[config.mk]
export PLATFORM = sky130hd
export DESIGN_NAME = pw_weight_tile_streamer_flat
export DESIGN_NICKNAME = d
export VERILOG_FILES = /design/src/rtl/pw_pkg.sv /design/src/rtl/pw_weight_tile_streamer_if.sv /design/src/rtl/pw_wstream_ctr.sv /design/src/rtl/pw_weight_tile_streamer.sv /design/src/flat_wrapper.sv
export SDC_FILE = /design/constraint.sdc
export NUM_CORES = 1
export LEC_CHECK = 0
export CAP_MARGIN = 20
export CORE_AREA = 5 5 138 140
export CTS_BUF_LIST = sky130_fd_sc_hd__clkbuf_4 sky130_fd_sc_hd__clkbuf_8
export CTS_CLUSTER_SIZE = 40
export DETAILED_ROUTE_END_ITERATION = 6
export DIE_AREA = 0 0 143 145
export GPL_TIMING_DRIVEN = 0
export HOLD_SLACK_MARGIN = 0.02
export PLACE_DENSITY = 0.83
export SYNTH_ARGS = -nofsm -noshare
export SYNTH_HDL_FRONTEND = slang
export SYNTH_HIERARCHICAL = 1
export SYNTH_SLANG_ARGS = --single-unit
[constraint.sdc]
create_clock -name clk -period 3 [get_ports clk]
set_input_delay 0.3 -clock clk [delete_from_list [all_inputs] [get_ports clk]]
set_output_delay 0.3 -clock clk [all_outputs]
set_load 0.02 [all_outputs]
[src/rtl/pw_pkg.sv]
// pw_pkg: shared definitions for the pointwise weight tile streamer.
//   - controller state encoding
//   - beat geometry (16 weight bytes per 128-bit beat)
//   - beat count derivation and beat -> (lane, cin base) mapping helpers
package pw_pkg;

  typedef enum logic [2:0] {
    ST_IDLE    = 3'd0,
    ST_START   = 3'd1,
    ST_FETCH   = 3'd2,
    ST_FLUSH   = 3'd3,
    ST_WAIT_LD = 3'd4
  } pw_state_t;

  localparam int BEAT_BYTES      = 16;
  localparam int BEAT_W          = 8 * BEAT_BYTES;
  localparam int MAX_OUTSTANDING = 2;

  function automatic int nbeats(input int lanes, input int kt);
    return (lanes * kt) / BEAT_BYTES;
  endfunction

  function automatic int beats_per_lane(input int kt);
    return kt / BEAT_BYTES;
  endfunction

  // Beats are cin-fast: consecutive beats walk the cin axis of one lane.
  function automatic int beat_lane(input int n, input int kt);
    return n / beats_per_lane(kt);
  endfunction

  function automatic int beat_cin_base(input int n, input int kt);
    return (n % beats_per_lane(kt)) * BEAT_BYTES;
  endfunction

endpackage

[src/rtl/pw_weight_tile_streamer_if.sv]
// pw_weight_tile_streamer_if: weight-memory read port.
//   mem_req/mem_addr  request, taken when mem_req && mem_gnt
//   mem_gnt           grant from memory
//   mem_rvalid/rdata  one in-order response per granted request
// master = streamer side, slave = memory side.
interface pw_weight_tile_streamer_if
  import pw_pkg::*;
#(
  parameter int ADDR_W = 16
);
  logic              mem_req;
  logic [ADDR_W-1:0] mem_addr;
  logic              mem_gnt;
  logic              mem_rvalid;
  logic [BEAT_W-1:0] mem_rdata;

  modport master (
    output mem_req, mem_addr,
    input  mem_gnt, mem_rvalid, mem_rdata
  );

  modport slave (
    input  mem_req, mem_addr,
    output mem_gnt, mem_rvalid, mem_rdata
  );
endinterface

[src/rtl/pw_wstream_ctr.sv]
// pw_wstream_ctr: issue/return counters for one tile transfer.
//   clear         zero both counters (transfer accepted)
//   issue         one request granted this cycle
//   ret           one response accepted this cycle
//   issued        requests granted so far
//   returned      responses accepted so far
//   can_issue     more beats to request and fewer than MAX_OUTSTANDING in flight
//   all_returned  every beat of the tile has come back
module pw_wstream_ctr
  import pw_pkg::*;
#(
  parameter int NBEATS = 64,
  parameter int CNT_W  = $clog2(NBEATS + 1)
) (
  input  logic             clk,
  input  logic             rst_n,
  input  logic             clear,
  input  logic             issue,
  input  logic             ret,
  output logic [CNT_W-1:0] issued,
  output logic [CNT_W-1:0] returned,
  output logic             can_issue,
  output logic             all_returned
);

  logic [CNT_W-1:0] outstanding;

  always_ff @(posedge clk or negedge rst_n) begin
    if (!rst_n) begin
      issued   <= '0;
      returned <= '0;
    end else if (clear) begin
      issued   <= '0;
      returned <= '0;
    end else begin
      if (issue) issued   <= issued + 1'b1;
      if (ret)   returned <= returned + 1'b1;
    end
  end

  assign outstanding  = issued - returned;
  assign can_issue    = (issued < CNT_W'(NBEATS)) &&
                        (outstanding < CNT_W'(MAX_OUTSTANDING));
  assign all_returned = (returned == CNT_W'(NBEATS));

endmodule

[src/rtl/pw_weight_tile_streamer.sv]
// pw_weight_tile_streamer: fetches one LANES x KT weight tile from memory
// as NBEATS 128-bit beats and streams them into a tile buffer.
//   clk, rst_n       clock, async active-low reset
//   start            begin a transfer (IDLE only); base_addr sampled then
//   auto_commit      pulse bank_commit together with done
//   busy, done       not IDLE / one-cycle end-of-transfer pulse
//   mem              weight-memory read port (master)
//   load_start       one-cycle pulse opening the buffer load
//   w_valid, w_data  registered beat stream, no backpressure
//   w_done           one-cycle pulse after the last beat
//   load_done        buffer has absorbed the tile
//   bank_commit      buffer bank switch
//
// state      | meaning
// ST_IDLE    | waiting for start
// ST_START   | load_start pulse, no requests yet
// ST_FETCH   | issuing requests (<= 2 in flight), forwarding responses
// ST_FLUSH   | w_done pulse
// ST_WAIT_LD | waiting for load_done, then done/bank_commit
module pw_weight_tile_streamer
  import pw_pkg::*;
#(
  parameter int LANES  = 32,
  parameter int KT     = 32,
  parameter int ADDR_W = 16
) (
  input  logic                        clk,
  input  logic                        rst_n,
  input  logic                        start,
  input  logic [ADDR_W-1:0]           base_addr,
  input  logic                        auto_commit,
  output logic                        busy,
  output logic                        done,
  pw_weight_tile_streamer_if.master   mem,
  output logic                        load_start,
  output logic                        w_valid,
  output logic [BEAT_W-1:0]           w_data,
  output logic                        w_done,
  input  logic                        load_done,
  output logic                        bank_commit
);

  localparam int NBEATS = nbeats(LANES, KT);
  localparam int CNT_W  = $clog2(NBEATS + 1);

  pw_state_t         state_q, state_d;
  logic [ADDR_W-1:0] base_q;
  logic [CNT_W-1:0]  issued, returned;
  logic              can_issue, all_returned;
  logic              accept_start, issue, accept_rsp;
  logic              req_c;
  logic              w_valid_q;
  logic [BEAT_W-1:0] w_data_q;

  assign accept_start = (state_q == ST_IDLE) && start;
  assign issue        = req_c && mem.mem_gnt;
  // Responses only count while a tile is being fetched and not yet complete;
  // strays in IDLE or past the last beat are dropped.
  assign accept_rsp   = (state_q == ST_FETCH) && !all_returned && mem.mem_rvalid;

  pw_wstream_ctr #(
    .NBEATS (NBEATS),
    .CNT_W  (CNT_W)
  ) u_ctr (
    .clk          (clk),
    .rst_n        (rst_n),
    .clear        (accept_start),
    .issue        (issue),
    .ret          (accept_rsp),
    .issued       (issued),
    .returned     (returned),
    .can_issue    (can_issue),
    .all_returned (all_returned)
  );

  always_ff @(posedge clk or negedge rst_n) begin
    if (!rst_n) begin
      state_q   <= ST_IDLE;
      base_q    <= '0;
      w_valid_q <= 1'b0;
      w_data_q  <= '0;
    end else begin
      state_q   <= state_d;
      w_valid_q <= accept_rsp;
      if (accept_start) base_q   <= base_addr;
      if (accept_rsp)   w_data_q <= mem.mem_rdata;
    end
  end

  always_comb begin
    state_d     = state_q;
    req_c       = 1'b0;
    load_start  = 1'b0;
    w_done      = 1'b0;
    done        = 1'b0;
    bank_commit = 1'b0;
    case (state_q)
      ST_IDLE: begin
        if (start) state_d = ST_START;
      end
      ST_START: begin
        load_start = 1'b1;
        state_d    = ST_FETCH;
      end
      ST_FETCH: begin
        req_c = can_issue;
        // The last beat's w_valid is visible in this same cycle.
        if (all_returned) state_d = ST_FLUSH;
      end
      ST_FLUSH: begin
        w_done  = 1'b1;
        state_d = ST_WAIT_LD;
      end
      ST_WAIT_LD: begin
        if (load_done) begin
          done        = 1'b1;
          bank_commit = auto_commit;
          state_d     = ST_IDLE;
        end
      end
      default: state_d = ST_IDLE;
    endcase
  end

  assign busy         = (state_q != ST_IDLE);
  assign mem.mem_req  = req_c;
  // Address wraps modulo 2^ADDR_W.
  assign mem.mem_addr = base_q + ADDR_W'(issued);
  assign w_valid      = w_valid_q;
  assign w_data       = w_data_q;

endmodule

[src/flat_wrapper.sv]
// flat-port wrapper written by rule: the top's interface ports become plain ports
module pw_weight_tile_streamer_flat import pw_pkg::*;
#(
  parameter int LANES  = 32,
  parameter int KT     = 32,
  parameter int ADDR_W = 16
)
  (clk, rst_n, start, base_addr, auto_commit, busy, done, load_start, w_valid, w_data, w_done, load_done, bank_commit, mem_mem_req, mem_mem_addr, mem_mem_gnt, mem_mem_rvalid, mem_mem_rdata);
  pw_weight_tile_streamer_if #(.ADDR_W(ADDR_W)) mem_i ();
  input  logic clk;
  input  logic rst_n;
  input  logic start;
  input  logic [ADDR_W-1:0] base_addr;
  input  logic auto_commit;
  output logic busy;
  output logic done;
  output logic load_start;
  output logic w_valid;
  output logic [BEAT_W-1:0] w_data;
  output logic w_done;
  input  logic load_done;
  output logic bank_commit;
  output wire logic [$bits(mem_i.mem_req)-1:0] mem_mem_req;
  output wire logic [$bits(mem_i.mem_addr)-1:0] mem_mem_addr;
  input wire logic [$bits(mem_i.mem_gnt)-1:0] mem_mem_gnt;
  input wire logic [$bits(mem_i.mem_rvalid)-1:0] mem_mem_rvalid;
  input wire logic [$bits(mem_i.mem_rdata)-1:0] mem_mem_rdata;
  assign mem_mem_req = mem_i.mem_req;
  assign mem_mem_addr = mem_i.mem_addr;
  assign mem_i.mem_gnt = mem_mem_gnt;
  assign mem_i.mem_rvalid = mem_mem_rvalid;
  assign mem_i.mem_rdata = mem_mem_rdata;
  pw_weight_tile_streamer #(.LANES(LANES), .KT(KT), .ADDR_W(ADDR_W)) u_core (.clk(clk), .rst_n(rst_n), .start(start), .base_addr(base_addr), .auto_commit(auto_commit), .busy(busy), .done(done), .mem(mem_i), .load_start(load_start), .w_valid(w_valid), .w_data(w_data), .w_done(w_done), .load_done(load_done), .bank_commit(bank_commit));
endmodule
==> flow_summary.json <==
{
  "status": "finished with violations",
  "violations": "setup timing",
  "synth_compound_area_share_pct": 3.77,
  "num_rows": 49,
  "worst_pin_slew_ns": 0.547,
  "synth_area_per_cell_um2": 14.5,
  "hold_class": "primary input to async pin",
  "path_cells": "nand2b_4, fa_2, a211oi_2, nor2_1, xor2_1, or4_4, nor4_4, and3_4, and2_4, nand4_1, or3_1, a21oi_1",
  "grt_overflow_total": 0,
  "dp_hpwl_mm": 14.6,
  "crit_required_ns": 3.38,
  "synth.area.mux_share_pct": 23.6,
  "worstSetupEndpointType": "flop",
  "ys_warn_count": 6,
  "setup_viol": 2,
  "relSlewSlack_pct": 63.5,
  "firstDrtPassIters": 5,
  "initial_core_util_pct": 39.3,
  "cts_sinks": 162,
  "combPwrFrac_pct": 54.3,
  "fillers": 1386,
  "crit_slowest_cell": "or4_4",
  "ir_worst_vdd_mv": 0.583,
  "crit_arrival_ns": 3.42,
  "final_nets": 989,
  "finClkSkew_ns": 0.0140,
  "grt_setup_unrepaired": "true",
  "post-route-period-util_pct": 101,
  "grt_max_degree": 107,
  "portBuffers": 301,
  "crit_type": "flop to flop",
  "sequentialPowerShare_pct": 33.0,
  "gp_congestion": 0.802,
  "clk_latency_ns": 0.45,
  "synth_area_um2": 6960,
  "clock_path_buffers": 2,
  "area_growth_pct": 56.8,
  "die_h_um": 145,
  "cts-root-buf": "clkbuf_8",
  "power_mw": 11.5,
  "dpl_cell_area_um2": 10300,
  "grt_pass1_wl_mm": 29.6,
  "r2r-end": "u_core/u_ctr/issued[6]",
  "worst-path-max-fanout": 4,
  "placed_cells": 1012,
  "fmax_mhz": 330,
  "min_period_ns": 3.03,
  "grt_pass1_vias": 5446,
  "drc": 0,
  "timing.rr.start": "u_core/u_ctr/issued[0]",
  "final_area_um2": 10900,
  "synth_xor_area_share_pct": 3.52,
  "clk_pin_slew_ns": 0.09,
  "synthSimpleGateAreaFrac_pct": 4.87,
  "postLayoutCoreUtil_pct": 61.6,
  "vias": 5072,
  "drive_gt1_share_pct": 30.1,
  "cts_buffers": 17,
  "synthCells": 481,
  "setup_ws_ns": -0.0344,
  "p_int_mw": 7.15,
  "wire_per_inst_um": 18.0,
  "via_per_inst": 4.78,
  "synth_nets": 649,
  "ys_ff_latch": 162,
  "cap_violations": 0,
  "die_area_um2": 20700,
  "antenna_cells": 0,
  "stdcell_count": 1062,
  "antenna_found_initial": 0,
  "yosysSeqAreaShare_pct": 58.2,
  "core_area_um2": 17700,
  "final_cell_mix": "clkdlybuf4s50_1, dfrtp_1, mux2_2, buf_4, nor2_1",
  "initialDrtViolationCount": 135,
  "worst_r2r_path_depth": 12,
  "detail-route-antenna-nets": 0,
  "startpoint_type": "flop",
  "swShare_pct": 37.7,
  "pin_count": 302,
  "yosysUniqueCellTypes": 42,
  "clkPwrFrac_pct": 12.7,
  "yosys.area_share.adder_pct": 3.27,
  "crit_path_max_incr_delay_ns": 0.44,
  "cts_tree": "yes",
  "htree_levels": 4,
  "routed_wl_mm": 19.1,
  "fp.dieW_um": 143,
  "power.density_nw_per_um2": 1050,
  "synth_top_family_by_area": "multiplexers",
  "p_sw_mw": 4.33,
  "grtUsageTotal_pct": 18.3,
  "maxSlewViolCount": 0,
  "final_common_cell": "clkdlybuf4s50_1",
  "r2r_slack_ns": -0.03,
  "hold_viol": 0,
  "power.leakage_nw": 4.60
}
==> flip-flops by register name, summed over array words and instances (netlist names) <==
signal	flops
u_core/u_ctr/issued	7
u_core/w_valid	1
u_core/w_data	128
u_core/state_q	3
u_core/u_ctr/returned	7
u_core/base_q	16
==> stage by stage <==
stage | TNS, ns | hold WS, ns | setup slack (ns)
final | -0.0572 | 0.356 | -0.0344
after global routing | -0.695 | 0.353 | -0.169
after CTS | -0.665 | 0.336 | -0.230
after detailed placement | -1.23 | 0.260 | -0.331
after global placement | -838.87 | 0.485 | -5.19
after floorplan | 0 | 0.00441 | 0.00221
==> timing repair <==
item                       4_1_cts  5_1_grt
hold endpoints to repair        56        0
hold buffers                     1        0
buffers inserted                13        6
setup endpoints to repair       19       15
gates resized for setup         46       16
pin swaps                       10        8
==> metal layers <==
metal  routed length, um  track usage (%)  part of all wire [%]  vias up
li1                    -                -                     -     2378
met5                   0                0                     0        -
met1                7270             20.4                    38     2479
met3                1600             6.09                   8.4       21
met2                9900             32.7                    52      194
met4                 339             5.70                   1.8        0
==> synthesized netlist by cell type, drive strengths merged <==
library cell / n / area [um2]
nor2: 20 / 91.3
buf: 16 / 154
nor3: 2 / 10.0
and3: 5 / 31.3
o2111ai: 1 / 8.76
a21oi: 12 / 60.1
or4: 1 / 7.51
o211a: 1 / 10.0
nand4: 4 / 25.0
nand4b: 1 / 8.76
o21a: 1 / 7.51
mux2: 143 / 1610
xor2: 12 / 105
nor4: 3 / 18.8
a31oi: 1 / 6.26
inv: 9 / 33.8
a21o: 4 / 31.3
mux2i: 3 / 30.0
nand2: 14 / 52.6
nor3b: 1 / 7.51
o21ai: 12 / 60.1
a211oi: 2 / 20.0
a2111oi: 1 / 27.5
nand3: 2 / 10.0
o2bb2ai: 1 / 8.76
or3: 5 / 36.3
fa: 2 / 40.0
and4bb: 1 / 12.5
dfrtp: 162 / 4050
and2: 2 / 12.5
o21bai: 3 / 22.5
ha: 15 / 188
nand2b: 1 / 6.26
and3b: 1 / 8.76
clkbuf: 1 / 3.75
xnor2: 16 / 140
==> final cells by class <==
class	instances	area, um2	share of cell area, %
tap	229	287	2.63
multi-input combinational	293	2840	26.0
buffer	17	158	1.44
sequential	162	4060	37.2
clock buffer	17	234	2.14
clock inverter	14	119	1.09
timing repair buffer	321	3180	29.2
inverter	9	33.8	0.310
==> kinds of logic after synthesis <==
logic type,after synthesis
DFF,162
muxes,146
and+or+nand+nor,63
AOI/OAI and AO/OA,39
xor gates and xnor gates,28
buffers and inverters,26
adders and majority gates,17
==> critical path, delay by kind of cell (launching register included) <==
family | cells | cell delay (ns)
AND/OR/NAND/NOR | 8 | 1.73
adder cells (fa/ha/maj) | 1 | 0.34
XOR/XNOR | 1 | 0.14
AO/OA/AOI/OAI | 2 | 0.33
flip-flops | 1 | 0.42
==> worst max-delay path by stage <==
stage	startpoint	end	slack [ns]	depth (start not counted)
4_1_cts	u_core/u_ctr/issued[0]	mem_mem_req	-0.23	9
3_3_place_gp	rst_n	u_core/w_data[57]	-5.19	1
2_1_floorplan	u_core/u_ctr/issued[0]	u_core/u_ctr/issued[6]	0.002	12
6_report	u_core/u_ctr/issued[0]	u_core/u_ctr/issued[6]	-0.03	12
3_5_place_dp	u_core/u_ctr/issued[0]	u_core/u_ctr/issued[6]	-0.33	12
5_1_grt	u_core/u_ctr/issued[0]	u_core/u_ctr/issued[6]	-0.17	12
==> power groups by stage <==
| stage | combinational, mW | clock, mW | sequential, mW |
|---|---|---|---|
| after floorplan | 2.17 | 0 | 4.89 |
| final | 6.23 | 1.46 | 3.79 |
| after global routing | 6.58 | 1.62 | 3.94 |
| after global placement | 6.03 | 0 | 3.79 |
| after detailed placement | 6.13 | 0 | 3.84 |
| after CTS | 6.27 | 1.52 | 3.80 |
(Power assumes the default switching activity.)
